File: src/rtl/serial_adder_pkg.sv
// Shared definitions for the bit-serial adder sequencer: FSM encodings and the default width.
package serial_adder_pkg;
   localparam int DEF_WIDTH = 8;

   typedef enum logic [1:0] {
      ST_IDLE = 2'd0,
      ST_RUN  = 2'd1,
      ST_HOLD = 2'd2
   } state_t;
endpackage

File: src/rtl/fa_bit_slice.sv
// One-bit full adder slice, time-shared by the serial adder sequencer.
module fa_bit_slice (
   input  logic a,
   input  logic b,
   input  logic cin,
   output logic s,
   output logic co
);
   assign s  = a ^ b ^ cin;
   assign co = (a & b) | (a & cin) | (b & cin);
endmodule

File: src/rtl/serial_adder_ctrl.sv
// Bit-serial adder: operands are accepted over a valid/ready handshake, added LSB-first
// one bit per clock through a single full-adder slice, and presented until consumed.
module serial_adder_ctrl
   import serial_adder_pkg::*;
#(
   parameter int WIDTH = DEF_WIDTH,
   parameter int CNT_W = $clog2(WIDTH)
) (
   input  logic             clk,
   input  logic             rst_n,
   input  logic             in_valid,
   output logic             in_ready,
   input  logic [WIDTH-1:0] a,
   input  logic [WIDTH-1:0] b,
   input  logic             cin,
   output logic             out_valid,
   input  logic             out_ready,
   output logic [WIDTH-1:0] sum,
   output logic             cout
);
   state_t           state;
   state_t           state_nxt;
   logic [CNT_W-1:0] cnt;
   logic [WIDTH-1:0] a_sr;
   logic [WIDTH-1:0] b_sr;
   logic [WIDTH-1:0] sum_sr;
   logic [WIDTH-1:0] sum_shift;
   logic [WIDTH-1:0] sum_q;
   logic             carry;
   logic             cout_q;
   logic             slice_s;
   logic             slice_co;
   logic             last_bit;

   fa_bit_slice u_slice (
      .a   (a_sr[0]),
      .b   (b_sr[0]),
      .cin (carry),
      .s   (slice_s),
      .co  (slice_co)
   );

   // New bit enters at the MSB; after WIDTH shifts the LSB of the result sits at bit 0.
   assign sum_shift = (sum_sr >> 1) | {slice_s, {(WIDTH-1){1'b0}}};
   assign last_bit  = (cnt == CNT_W'(WIDTH-1));

   always_comb begin
      state_nxt = state;
      case (state)
         ST_IDLE: if (in_valid)  state_nxt = ST_RUN;
         ST_RUN:  if (last_bit)  state_nxt = ST_HOLD;
         ST_HOLD: if (out_ready) state_nxt = ST_IDLE;
         default:                state_nxt = ST_IDLE;
      endcase
   end

   always_ff @(posedge clk or negedge rst_n) begin
      if (!rst_n) state <= ST_IDLE;
      else        state <= state_nxt;
   end

   // Separate result registers keep sum/cout stable while the next operation is in flight.
   always_ff @(posedge clk or negedge rst_n) begin
      if (!rst_n) begin
         cnt    <= '0;
         a_sr   <= '0;
         b_sr   <= '0;
         sum_sr <= '0;
         sum_q  <= '0;
         carry  <= 1'b0;
         cout_q <= 1'b0;
      end else begin
         case (state)
            ST_IDLE: begin
               if (in_valid) begin
                  a_sr  <= a;
                  b_sr  <= b;
                  carry <= cin;
                  cnt   <= '0;
               end
            end
            ST_RUN: begin
               a_sr   <= a_sr >> 1;
               b_sr   <= b_sr >> 1;
               sum_sr <= sum_shift;
               carry  <= slice_co;
               cnt    <= cnt + 1'b1;
               if (last_bit) begin
                  sum_q  <= sum_shift;
                  cout_q <= slice_co;
               end
            end
            default: ;
         endcase
      end
   end

   assign in_ready  = (state == ST_IDLE);
   assign out_valid = (state == ST_HOLD);
   assign sum       = sum_q;
   assign cout      = cout_q;
endmodule

File: config.mk
export PLATFORM = sky130hd
export DESIGN_NAME = serial_adder_ctrl
export DESIGN_NICKNAME = d
export VERILOG_FILES = /design/src/rtl/serial_adder_pkg.sv /design/src/rtl/fa_bit_slice.sv /design/src/rtl/serial_adder_ctrl.sv
export SDC_FILE = /design/constraint.sdc
export NUM_CORES = 1
export LEC_CHECK = 0
export ABC_AREA = 1
export CAP_MARGIN = 20
export CELL_PAD_IN_SITES_DETAIL_PLACEMENT = 1
export CELL_PAD_IN_SITES_GLOBAL_PLACEMENT = 1
export CORE_MARGIN = 4
export CORE_UTILIZATION = 40
export DETAILED_ROUTE_END_ITERATION = 16
export PLACE_DENSITY = 0.89
export SLEW_MARGIN = 20
export SYNTH_ARGS = -nofsm -noshare
export SYNTH_HDL_FRONTEND = slang
export SYNTH_SLANG_ARGS = --single-unit
File: constraint.sdc
create_clock -name clk -period 2 [get_ports clk]
set_input_delay 0.3 -clock clk [delete_from_list [all_inputs] [get_ports clk]]
set_output_delay 0.3 -clock clk [all_outputs]
set_load 0.1 [all_outputs]
==> impl_summary.txt, run 1 <==
----------------------------------------------------
[Timing]
  Worst clock skew ... roughly 5.7 ps
  Max Transition Viols Final ... 0
  Maximum operating frequency ... roughly 630 MHz
  Transition time at the pin with the least slew margin ... around 570 ps
  Hold violation count in the final report ... 0
  Setup TNS ... 0 ps
  Crit share post-route ... 0.791
  Slew HR ... 0.621
  Number of endpoints failing setup at the final stage ... 0
  Setup repair after global routing missed its margin ... no
  Least setup slack across all paths after layout ... between 400 and 500 ps
  Minimum period implied by the final worst setup slack ... roughly 1600 ps

[Synth]
  Synthesized area per cell ... roughly 8 sq um
  Top cells by area in the synthesized netlist ... sky130_fd_sc_hd__dfrtp_1 (53%), sky130_fd_sc_hd__nand2_1 (18%), sky130_fd_sc_hd__inv_1 (8.0%)
  Main synth FF type ... sky130_fd_sc_hd__dfrtp_1
  Asr flop ratio synth ... 1.00
  Syn Inst Count ... between 200 and 250
  Synth area leader ... sky130_fd_sc_hd__dfrtp_1
  Netlist cell types ... 20
  Register area share after synthesis ... 0.533
  Area share of the largest cell type after synthesis ... 0.533
  Top cells by instance count after synthesis ... sky130_fd_sc_hd__nand2_1 (84), sky130_fd_sc_hd__dfrtp_1 (38), sky130_fd_sc_hd__inv_1 (38)
  Flop and latch count out of synthesis ... 38
  Cell area after synthesis ... 0.00178 sq mm
  Mapped Nets ... around 240
  Warnings, synthesis ... 0
  Most instantiated library cell after synthesis ... sky130_fd_sc_hd__nand2_1
  EDFF count, synth ... 0

[Detailed routing]
  Detailed-route via count ... approximately 1400
  Per-cell routed wire length ... 12.7 um
  # DRC ... 0
  Final wirelength ... 3.86 mm
  Router iterations before antenna repair ... 4
  First DRT Iteration DRCs ... 65
  Via density per instance ... about 4.7
  Count of antenna-violating nets left after detailed routing ... 0

[Worst hold path]
  Worst hold-check path type ... in2async

[Pwr]
  Maximum resistive drop on vdd ... 0.481 mV
  Leakage ... approximately 1.2 nW
  PnR Total Power ... between 0.003 and 0.004 W
  Pwr/cell area ... between 1500 and 2000 mW/mm^2

[Floorplanning]
  Initial standard-cell utilization of the core ... 0.412
  IO Count ... 32
  Vertical die dimension ... approximately 75 um
  Number of cell rows ... 24
  Die footprint ... 0.00559 sq mm
  Die width ... roughly 75 um
  Core Footprint ... about 0.0043 sq mm

[Run status]
  Result of the run ... complete, no violations

[Clock network]
  Number of CTS-inserted buffers ... 5
  Post-CTS Setup Repair Bufs ... 0
  TritonCTS sink count ... 38
  H-tree levels ... 2
  Clock latency on the worst-skew pair ... 290 ps
  Clock tree from TritonCTS ... yes
  Hold_buf cts ... 0
  Clock slew at reported path FFs ... 70 ps
  Cell chosen for the clock root ... sky130_fd_sc_hd__clkbuf_8
  Post-CTS resize count ... 0
  Clock Path Buffers ... 2

[GRT]
  Number of antenna violations at the first check in global routing ... 0
  Total gr overflow ... 0
  Global-route wire length before repair ... about 6.6 mm
  Number of global-route vias before repair ... about 1500
  Maximum number of pins on one net before global-route repair ... 27
  Gr usage total ... 0.155

[Placement]
  Last weighted congestion value of the routability-driven placer ... between 0.7 and 0.8
  Count of buffers inserted at the top-level ports ... 31
  Post-Place Setup Slack ... around 460 ps
  Placement Cell Area ... about 0.0021 sq mm
  HPWL after DPL ... 2.85 mm

[Critical path]
  Worst Reg2Reg Path Length in Cells ... 5
  Chain of cells forming the critical path ... nor2_2 > buf_12
  Highest-delay cell along the critical path ... sky130_fd_sc_hd__dfrtp_1
  Type of the worst setup path ... reg2out
  Element type at the critical path end ... output pin
  Top fanout value on the critical path ... 10
  Worst path required time ... about 1700 ps
  Worst path max stage delay ... about 530 ps
  Kind of start point of the critical path ... flip-flop
  Data arrival time of the critical path ... between 1000 and 1500 ps

[Layout]
  Count of antenna diodes in the layout ... 0
  Area Growth Syn to Fin ... 22.9%
  Non-Filler Cell Area, Final ... between 0.002 and 0.0025 sq mm
  Area taken by multi-input logic gates ... about 600 sq um
  Net count, final ... about 280
  Fin util ... 0.507
  Final-layout fill cell count ... 543
  Share of final-layout standard cells stronger than drive strength 1 ... 0.120
  Combined flip-flop and latch cell area ... 951 sq um

[Run]
  Count of maximum capacitance violations ... 0

----------------------------------------------------
==> sequential cells by signal, summed over array words and instances, names as in the netlist <==
| signal | cells |
|---|---|
| sum_sr | 7 |
| cout | 1 |
| state | 2 |
| cnt | 3 |
| b_sr | 8 |
| carry | 1 |
| sum | 8 |
| a_sr | 8 |
==> path summary, 6_finish.rpt <==
kind                                      start                     to  slack, ps
setup reg to reg           state[0]$_DFFE_PN0P_    b_sr[1]$_DFFE_PN0P_        460
hold / removal                            rst_n  sum_sr[5]$_DFFE_PN0P_          1
hold reg to reg              sum[0]$_DFFE_PN0P_     sum[0]$_DFFE_PN0P_        490
min in group clk             sum[0]$_DFFE_PN0P_     sum[0]$_DFFE_PN0P_        490
setup / recovery           state[0]$_DFFE_PN0P_               in_ready        420
max in group asynchronous                 rst_n    b_sr[7]$_DFFE_PN0P_       1480
==> through the flow <==
step                      hold slack (ps)  std cells
after global placement                323        297
after global routing                 44.4        303
after detailed placement              332        297
after CTS                            16.1        303
after floorplan                      4.41        218
final                                1.20        303
==> cell usage in the layout, fill, tap and decap left out <==
cell type / Yosys / routed
sky130_fd_sc_hd__o31ai_1: 1 / 1
sky130_fd_sc_hd__o21ai_0: 9 / 9
sky130_fd_sc_hd__nor2_2: 0 / 2
sky130_fd_sc_hd__buf_2: 4 / 1
sky130_fd_sc_hd__inv_1: 38 / 38
sky130_fd_sc_hd__buf_12: 1 / 2
sky130_fd_sc_hd__nand2_4: 1 / 1
sky130_fd_sc_hd__a21oi_1: 2 / 2
sky130_fd_sc_hd__clkdlybuf4s50_1: 0 / 19
sky130_fd_sc_hd__ha_1: 2 / 2
sky130_fd_sc_hd__buf_4: 0 / 13
sky130_fd_sc_hd__nand2_1: 84 / 84
sky130_fd_sc_hd__nor2_1: 3 / 1
sky130_fd_sc_hd__o21ai_1: 8 / 8
sky130_fd_sc_hd__clkbuf_8: 0 / 6
sky130_fd_sc_hd__dfrtp_1: 38 / 38
sky130_fd_sc_hd__nand2_2: 2 / 2
sky130_fd_sc_hd__fa_1: 1 / 1
sky130_fd_sc_hd__nor2_4: 1 / 1
sky130_fd_sc_hd__inv_2: 1 / 1
sky130_fd_sc_hd__nand3_1: 18 / 18
sky130_fd_sc_hd__inv_6: 1 / 1
==> cell type report <==
cell class	instances	area share
tap	52	0.0297
sequential	38	0.434
timing repair buffer	35	0.152
multi-input combinational	132	0.276
inverter	40	0.0708
clock buffer	6	0.0377
==> worst max-delay path, delay by kind of cell (launching register included) <==
family	cells	cell delay [ps]
buf+inv	1	210
flops	1	530
simple gates	1	250
==> power by group <==
part           total (W)  internal [W]  switching, W
Sequential       0.00133       0.00111      0.000218
Clock           0.000514      0.000266      0.000249
Combinational    0.00184      0.000524       0.00131
==> routing by layer <==
| layer | track usage | routed length (um) | vias up |
|---|---|---|---|
| met5 | 0 | 0 | - |
| met4 | 0.0474 | 41 | 0 |
| met1 | 0.178 | 1670 | 679 |
| li1 | - | - | 716 |
| met2 | 0.277 | 1960 | 24 |
| met3 | 0.0454 | 179 | 5 |
==> cell families after synthesis <==
group                      Yosys count  share of synthesized area
AOI/OAI and AO/OA                   20                     0.0575
DFF                                 38                      0.533
buffers and inverters               48                      0.131
and+or+nand+nor                    109                      0.253
adders and majority gates            3                     0.0253
Note: power is estimated with default switching activity, not from simulation.
==> run 2: changes to the inputs <==
--- a/config.mk
+++ b/config.mk
@@ -10,9 +10,9 @@
 export CELL_PAD_IN_SITES_DETAIL_PLACEMENT = 1
 export CELL_PAD_IN_SITES_GLOBAL_PLACEMENT = 1
 export CORE_MARGIN = 4
-export CORE_UTILIZATION = 40
+export CORE_UTILIZATION = 38
 export DETAILED_ROUTE_END_ITERATION = 16
-export PLACE_DENSITY = 0.89
+export PLACE_DENSITY = 0.85
 export SLEW_MARGIN = 20
 export SYNTH_ARGS = -nofsm -noshare
 export SYNTH_HDL_FRONTEND = slang
==> constraint.sdc (replaced) <==
create_clock -name clk -period 1.6 [get_ports clk]
set_input_delay 0.24 -clock clk [delete_from_list [all_inputs] [get_ports clk]]
set_output_delay 0.24 -clock clk [all_outputs]
set_load 0.1 [all_outputs]
==> run 2 against run 1 <==
Hold slack better by 430 ps. Clock-buffer cell count unchanged. Clock power increased by 23%. Core utilization is 2.0 points higher. Final cell count up 0.99%. Cell area grew 6.7%. Global-route usage decreased by 0.74 points. Largest cell class unchanged.
==> impl_summary.txt, run 2 (synthesis results as in run 1) <==
----------------------------------------------------
[Clock network]
  Number of CTS-inserted buffers ... 5
  Clock slew at reported path FFs ... roughly 70 ps
  Clock tree from TritonCTS ... yes
  Post-CTS Setup Repair Bufs ... 0
  TritonCTS sink count ... 38
  Clock latency on the worst-skew pair ... roughly 280 ps
  H-tree levels ... 2
  Cell chosen for the clock root ... sky130_fd_sc_hd__clkbuf_8
  Clock Path Buffers ... 2

[Critical path]
  Kind of start point of the critical path ... flip-flop
  Data arrival time of the critical path ... between 1000 and 1500 ps
  Highest-delay cell along the critical path ... sky130_fd_sc_hd__dfrtp_1
  Chain of cells forming the critical path ... buf_4 > nor2_4 > buf_12
  Worst path max stage delay ... 470 ps
  Element type at the critical path end ... output pin
  Type of the worst setup path ... reg2out
  Worst path required time ... approximately 1400 ps
  Top fanout value on the critical path ... 8

[Pwr]
  Leakage ... between 1 and 1.5 nW
  Pwr/cell area ... around 2100 mW/mm^2
  PnR Total Power ... 0.00492 W
  Maximum resistive drop on vdd ... 0.738 mV

[Floorplanning]
  Core Footprint ... ~0.0044 sq mm
  IO Count ... 32
  Die footprint ... 0.00585 sq mm
  Number of cell rows ... 24
  Vertical die dimension ... 76.5 um
  Initial standard-cell utilization of the core ... 0.401
  Die width ... 76.5 um

[Timing]
  Maximum operating frequency ... ~660 MHz
  Setup repair after global routing missed its margin ... no
  Hold violation count in the final report ... 0
  Max Transition Viols Final ... 0
  Crit share post-route ... 0.949
  Transition time at the pin with the least slew margin ... ~440 ps
  Least setup slack across all paths after layout ... 82.1 ps
  Number of endpoints failing setup at the final stage ... 0
  Minimum period implied by the final worst setup slack ... about 1500 ps
  Worst clock skew ... slightly below 3 ps
  Setup TNS ... 0 ps
  Slew HR ... 0.705

[Run]
  Count of maximum capacitance violations ... 0

[Detailed routing]
  Router iterations before antenna repair ... 4
  # DRC ... 0
  Count of antenna-violating nets left after detailed routing ... 0
  Final wirelength ... ~3.9 mm
  Via density per instance ... 4.68
  Per-cell routed wire length ... 12.7 um
  First DRT Iteration DRCs ... 26
  Detailed-route via count ... 1433

[Layout]
  Top library cells by usage in the layout, fill and taps aside ... sky130_fd_sc_hd__nand2_1 (84), sky130_fd_sc_hd__inv_1 (38), sky130_fd_sc_hd__dfrtp_1 (38), sky130_fd_sc_hd__clkdlybuf4s50_1 (19), sky130_fd_sc_hd__nand3_1 (18)
  Combined flip-flop and latch cell area ... around 950 sq um
  Net count, final ... around 280
  Count of antenna diodes in the layout ... 0
  Commonest non-fill, non-tap cell in the layout ... sky130_fd_sc_hd__nand2_1
  Area Growth Syn to Fin ... 31.2%
  Final-layout fill cell count ... roughly 530
  Non-Filler Cell Area, Final ... ~0.0023 sq mm
  Area taken by multi-input logic gates ... ~600 sq um
  Share of final-layout standard cells stronger than drive strength 1 ... 0.126
  Finished Layout Cells ... 306

[GRT]
  Number of antenna violations at the first check in global routing ... 0
  Number of global-route vias before repair ... roughly 1600
  Total gr overflow ... 0
  Gr usage total ... 0.147
  Global-route wire length before repair ... about 6.9 mm
  Maximum number of pins on one net before global-route repair ... 21

[Worst hold path]
  Worst hold-check path type ... in2async

[Placement]
  Post-Place Cells ... 299
  Count of buffers inserted at the top-level ports ... 31
  Placement Cell Area ... around 0.0022 sq mm
  Last weighted congestion value of the routability-driven placer ... slightly above 0.7
  Post-Place Setup Slack ... 148 ps
  HPWL after DPL ... about 3.1 mm

[Run status]
  Result of the run ... complete, no violations

----------------------------------------------------
run 2: metrics by stage:
step	hold slack, ps	util
after detailed placement	213	0.505
final	434	0.526
after global routing	482	0.526
after floorplan	-55.6	-
after global placement	210	0.505
after CTS	446	0.526
run 2: metal layers:
| metal | track usage | share of wire |
|---|---|---|
| met1 | 0.172 | 0.43 |
| met2 | 0.264 | 0.53 |
| met3 | 0.0449 | 0.031 |
| met4 | 0.0326 | 0.0087 |
| met5 | 0 | 0 |
run 2: path summary, 6_finish.rpt:
kind / startpoint / end / slack [ps] / depth (start not counted)
max reg2reg: cnt[0]$_DFFE_PN0P_ / sum[6]$_DFFE_PN0P_ / 190 / 5
min: rst_n / state[1]$_DFFE_PN0P_ / 430 / 2
max in group asynchronous: rst_n / sum[3]$_DFFE_PN0P_ / 650 / 3
min reg2reg: a_sr[5]$_DFFE_PN0P_ / a_sr[5]$_DFFE_PN0P_ / 480 / 2
max: state[0]$_DFFE_PN0P_ / in_ready / 80 / 3
min in group clk: a_sr[5]$_DFFE_PN0P_ / a_sr[5]$_DFFE_PN0P_ / 480 / 2
run 2: area by class of cell:
type                    count  share of cell area
multi-input cells         132               0.263
well taps                  52              0.0278
flip-flops and latches     38               0.407
repair buffers             38               0.201
clock buffers               6              0.0353
inverters                  40              0.0663
run 2: where the power goes:
part	internal [W]	switching, W
Clock	0.000332	0.000298
Sequential	0.00139	0.000307
Combinational	0.000920	0.00167
run 2: critical path, delay by kind of cell (launching register included):
kind,cells,cell delay [ps]
flip-flops,1,470
AND/OR/NAND/NOR,1,130
buffers and inverters,2,390
run 2: timing repair:
item | CTS | global route
hold buffers | 1 | 0
hold endpoints to repair | 18 | 0
gates resized for setup | 0 | 0
==> RTL edit 1: new RTL, flow settings as in run 1 <==
`DEF_WIDTH`: 8 -> 4.
--- a/src/rtl/serial_adder_pkg.sv
+++ b/src/rtl/serial_adder_pkg.sv
@@ -1,5 +1,5 @@
 // Shared definitions for the bit-serial adder sequencer: FSM encodings and the default width.
 package serial_adder_pkg;
-   localparam int DEF_WIDTH = 8;
+   localparam int DEF_WIDTH = 4;
 
    typedef enum logic [1:0] {
Ports: changed (resized a, b and sum); port bits go from 32 to 20. The function was not compared with the original's and may differ.
==> RTL edit 1 against run 1 <==
Design area fell by 43%; largest power group unchanged; area after synthesis shrank 44%; routed wire length shrank 45%; core utilization is 3.4 points higher; hold slack improved by 320 ps; sequential cell count is 17 lower; critical path type unchanged; count of clock-buffer cells in the layout down 3; largest cell class unchanged; setup slack worse by 74 ps; power is 38% lower.
==> RTL edit 1: results (changes against run 1) <==
----------------------------------------------------
[Global route]
  Aggregate global-route resource usage ... 14.58% (was 15.47%)
  Fraction of met1 tracks used by global routing ... 17.94% (was 17.78%)
  Via count of the first global-routing pass ... 818 (was 1,487)
  Met2 track demand over resource ... 24.84% (was 27.71%)
  Global-route wire length before repair ... 3.726 mm (was 6.603 mm)
  Pin count of the biggest net entering global routing ... 22 (was 27)

[Pwr]
  Total leakage power ... 0.0006578 uW (was 0.001194 uW)
  Maximum ir drop on the vdd rail ... 1.075 mV (was 0.4810 mV)

[Placement]
  Final weighted congestion of routability-driven global placement ... 0.8055 (was 0.7230)
  Placed wire-length estimate ... 1.657 mm (was 2.852 mm)
  Area of placed instances ... 1215 sq um (was 2108 sq um)
  Port buffer count ... 19 (was 31)

[Detailed routing]
  DRC marker count from the first detailed-route iteration ... 17 (was 65)
  Average wire per standard cell ... 12.84 microns (was 12.73 microns)
  Via total after detailed routing ... 789 (was 1,424)

[STA]
  Worst Hold Margin ... 319.2 ps (was 1.201 ps)
  Post-route clock skew ... 6.167 ps (was 5.689 ps)
  Slew at the pin closest to its max-slew limit ... 489.2 ps (was 567.8 ps)

[Critical path]
  Data arrival time of the critical path ... 1350 ps (was 1280 ps)
  Crit path max fanout ... 13 (was 10)

[Logic synthesis]
  Biggest area contributors in the synthesized netlist ... dfrtp_1 53%, nand2_1 15%, inv_1 6.4%, nand3_1 5.0%, nand2_4 2.3% (was dfrtp_1 53%, nand2_1 18%, inv_1 8.0%, nand3_1 5.1%, o21ai_0 2.5%)

[Status]
  Status ... completed (unchanged)

[Clock tree]
  CTS Buf Count ... 3 (was 5)
  Clock Pin Slew Worst Setup and Hold Paths ... 120 ps (was 70 ps)
  Cell at the root of the clock tree ... clkbuf_4 (was clkbuf_8)
  Clock latency on the worst-skew pair ... 310 ps (was 290 ps)

[Cells and area]
  Share of post-route cells with drive strength above 1 ... 17.52% (was 11.95%)
  Final #Nets ... 153 (was 276)

----------------------------------------------------
RTL edit 1: cell count changes after synthesis, sizes merged:
cell / change
o21ai: -8
nand3: -8
dfrtp: -17
ha: -1
buf: -5
inv: -20
nand2: -43
RTL edit 1: worst max-delay path: stages, from the launching register on:
cell and delay, ps:
dfrtp_1 570, nor2_2 270, buf_12 210
RTL edit 1: worst min path at each step:
stage / start / end / cells after the start
after floorplan: rst_n / a_sr[0] / 0
after global placement: sum[0] / sum[0] / 2
after detailed placement: sum[0] / sum[0] / 2
after CTS: rst_n / sum[0] / 2
after global routing: rst_n / state[1] / 2
final: rst_n / cnt[1] / 2
RTL edit 1: logic make-up (layout without fill, tap and decap cells):
group	count (synthesis)	after routing	share of synthesized area (%)
AOI/OAI and AO/OA	12	12	8.187
buffers and inverters	23	44	9.949
DFF	21	21	52.90
and+or+nand+nor	58	58	25.69
adders and majority gates	2	2	3.274
RTL edit 1: cell type report:
type | count | area (sq um)
clock buffers | 3 | 22.52
clock inverters | 1 | 5.005
fillers | 291 | 1055
inverters | 20 | 75.07
multi-input cells | 72 | 374.1
flip-flops and latches | 21 | 525.5
well taps | 28 | 35.03
repair buffers | 20 | 205.2
RTL edit 1: report_power, final:
part           total, uW  switching (uW)  internal, uW
Clock                207             133          74.8
Combinational       1310             923           384
Sequential           783             163           620
RTL edit 1: through the flow:
stage	cells	setup WS [ps]	power, uW
global route	165	263.7	2500
finish	165	345.2	2298
CTS	165	333.6	2334
floorplan	116	279.2	1803
global placement	161	521.9	2053
detailed placement	161	470.7	2119
RTL edit 1: metal layers:
layer / share of wire [%] / routed length [microns] / up-vias
li1: - / - / 396
met1: 42 / 881 / 373
met2: 52 / 1100 / 16
met3: 5.4 / 115 / 4
met4: 0.99 / 21 / 0
met5: 0 / 0 / -
==> RTL edit 2: new RTL, flow settings as in run 1 <==
Without the edit above. Encoding of `state_t`: now one-hot (3 bits for 3 states).
--- a/src/rtl/serial_adder_pkg.sv
+++ b/src/rtl/serial_adder_pkg.sv
@@ -3,8 +3,8 @@
    localparam int DEF_WIDTH = 8;
 
-   typedef enum logic [1:0] {
-      ST_IDLE = 2'd0,
-      ST_RUN  = 2'd1,
-      ST_HOLD = 2'd2
+   typedef enum logic [2:0] {
+      ST_IDLE = 3'b001,
+      ST_RUN  = 3'b010,
+      ST_HOLD = 3'b100
    } state_t;
 endpackage
Function: same outputs for any inputs over 10 cycles, from zero or initial values and one cycle with rst_n low; not proved beyond that.
==> RTL edit 2 against run 1 <==
First-iteration DRC count up 31%; sequential power fell by 4%; die area is 5.9% higher; design area grew 7.4%; area after synthesis up 6.7%; setup slack worse by 190 ps; via count grew 10%; routed wire length up 17%; sequential cell count grew 1; combinational power down 33%; clock power rose by 33%; non-clock buffer count did not move; power is 13% lower; highest routed layer unchanged.
==> RTL edit 2: results (changes against run 1) <==
----------------------------------------------------
[Critical path]
  R2r setup slk ... 260 ps (was 460 ps)
  Endpoint of the lowest-slack register-to-register path ... b_sr[3] (was b_sr[1])
  End of the critical path ... in_ready (unchanged)
  Worst setup path startpoint ... state[2] (was state[0])
  Cell count of the worst reg-to-reg path ... 6 (was 5)
  Data arrival time of the critical path ... 1470 ps (was 1280 ps)
  Crit path max fanout ... 20 (was 10)
  Beginning of the worst register-to-register path ... state[1] (was state[0])

[Placement]
  Post-Place Worst Slack ... 283.6 ps (was 461.8 ps)
  Port buffer count ... 31 (unchanged)
  Placed wire-length estimate ... 3.130 mm (was 2.852 mm)
  Final weighted congestion of routability-driven global placement ... 0.7408 (was 0.7230)
  Area of placed instances ... 2223 sq um (was 2108 sq um)
  Number of placed instances, taps included ... 295 (was 297)

[Logic synthesis]
  Number of library cell types mapped by synthesis ... 23 (was 20)
  Synthesized net count ... 245 (was 242)
  List of most frequent post-synthesis cells ... 88 x nand2_1, 41 x nand3_1, 38 x dfrtp_1 (was 84 x nand2_1, 38 x dfrtp_1, 38 x inv_1)
  Biggest area contributors in the synthesized netlist ... dfrtp_1 50%, nand2_1 17%, nand3_1 11%, o21ai_2 3.2%, buf_6 2.4% (was dfrtp_1 53%, nand2_1 18%, inv_1 8.0%, nand3_1 5.1%, o21ai_0 2.5%)
  Cell count after synthesis ... 221 (was 218)
  Portion of the post-synthesis area used by sequential elements ... 51.38% (was 53.33%)

[Status]
  Status ... completed (unchanged)

[STA]
  Worst Hold Margin ... 478.3 ps (was 1.201 ps)
  Slew at the pin closest to its max-slew limit ... 548.2 ps (was 567.8 ps)
  Post-route clock skew ... 8.655 ps (was 5.689 ps)

[Hold path]
  Worst hold-check path type ... register to register (was input port to asynchronous set/reset pin)
  Hold path startpoint ... sum[0]

[Pwr]
  Total leakage power ... 0.001218 uW (was 0.001194 uW)
  Share of total power consumed by net switching ... 41.02% (was 48.34%)
  Maximum ir drop on the vdd rail ... 0.4620 mV (was 0.4810 mV)

[Detailed routing]
  Number of detailed-routing iterations run before antenna repair ... 4 (unchanged)
  Total length of routed wires ... 4.524 mm (was 3.858 mm)
  DRC marker count from the first detailed-route iteration ... 85 (was 65)
  Average wire per standard cell ... 14.88 microns (was 12.73 microns)
  Via total after detailed routing ... 1,570 (was 1,424)

[Global route]
  Via count of the first global-routing pass ... 1,729 (was 1,487)
  Global-route wire length before repair ... 8.114 mm (was 6.603 mm)
  Aggregate global-route resource usage ... 17.13% (was 15.47%)
  Pin count of the biggest net entering global routing ... 55 (was 27)

[Cells and area]
  Final #Nets ... 275 (was 276)
  Share of post-route cells with drive strength above 1 ... 15.87% (was 11.95%)

----------------------------------------------------
==> RTL edit 2: cell types whose count changed in the layout (fill, tap and decap cells not counted), sizes merged, moves of 2 or more <==
cell | before | now
nor3 | 0 | 2
nand3 | 18 | 41
buf | 16 | 14
o21ai | 17 | 15
a21oi | 2 | 0
nand2 | 87 | 91
inv | 40 | 12
==> RTL edit 2: cell families after synthesis <==
logic type,share of synthesized area (%)
flops,51.38
buf+inv,7.237
compound gates,5.724
simple gates,33.29
fa+ha+maj,2.368
==> RTL edit 2: cell type report <==
type                            count  area [sq um]
Fill cell                         534          2121
Sequential cell                    39         977.2
Inverter                           12         47.55
Tap cell                           52         65.06
Timing Repair Buffer               35         347.8
Clock buffer                        6         82.58
Clock inverter                      2         35.03
Multi-Input combinational cell    158         798.3
==> RTL edit 2: timing repair <==
item / in CTS / in global routing
endpoints found under the hold margin: 17 / 0
gates resized for setup: 0 / 2
endpoints found under the setup margin: 0 / 1
hold buffers: 1 / 0
==> RTL edit 2: layer usage <==
metal,part of all wire (%),vias up,global-route usage [%]
met2,50,24,28.48
li1,-,767,-
met4,2.3,0,8.696
met5,0,-,0
met3,3.1,8,3.396
met1,45,771,21.04
==> RTL edit 2: critical path: stages (launching register included) <==
cell	delay (ps)
dfrtp_1	450
inv_4	240
nand3_1	170
inv_1	130
buf_12	180
==> RTL edit 2: power groups by stage <==
stage	clock network (uW)	registers (uW)	logic (uW)
5_1_grt	750	1310	1410
6_report	685	1280	1240
4_1_cts	705	1280	1260
3_5_place_dp	0	1280	1240
3_3_place_gp	0	1260	1180
2_1_floorplan	0	1270	930
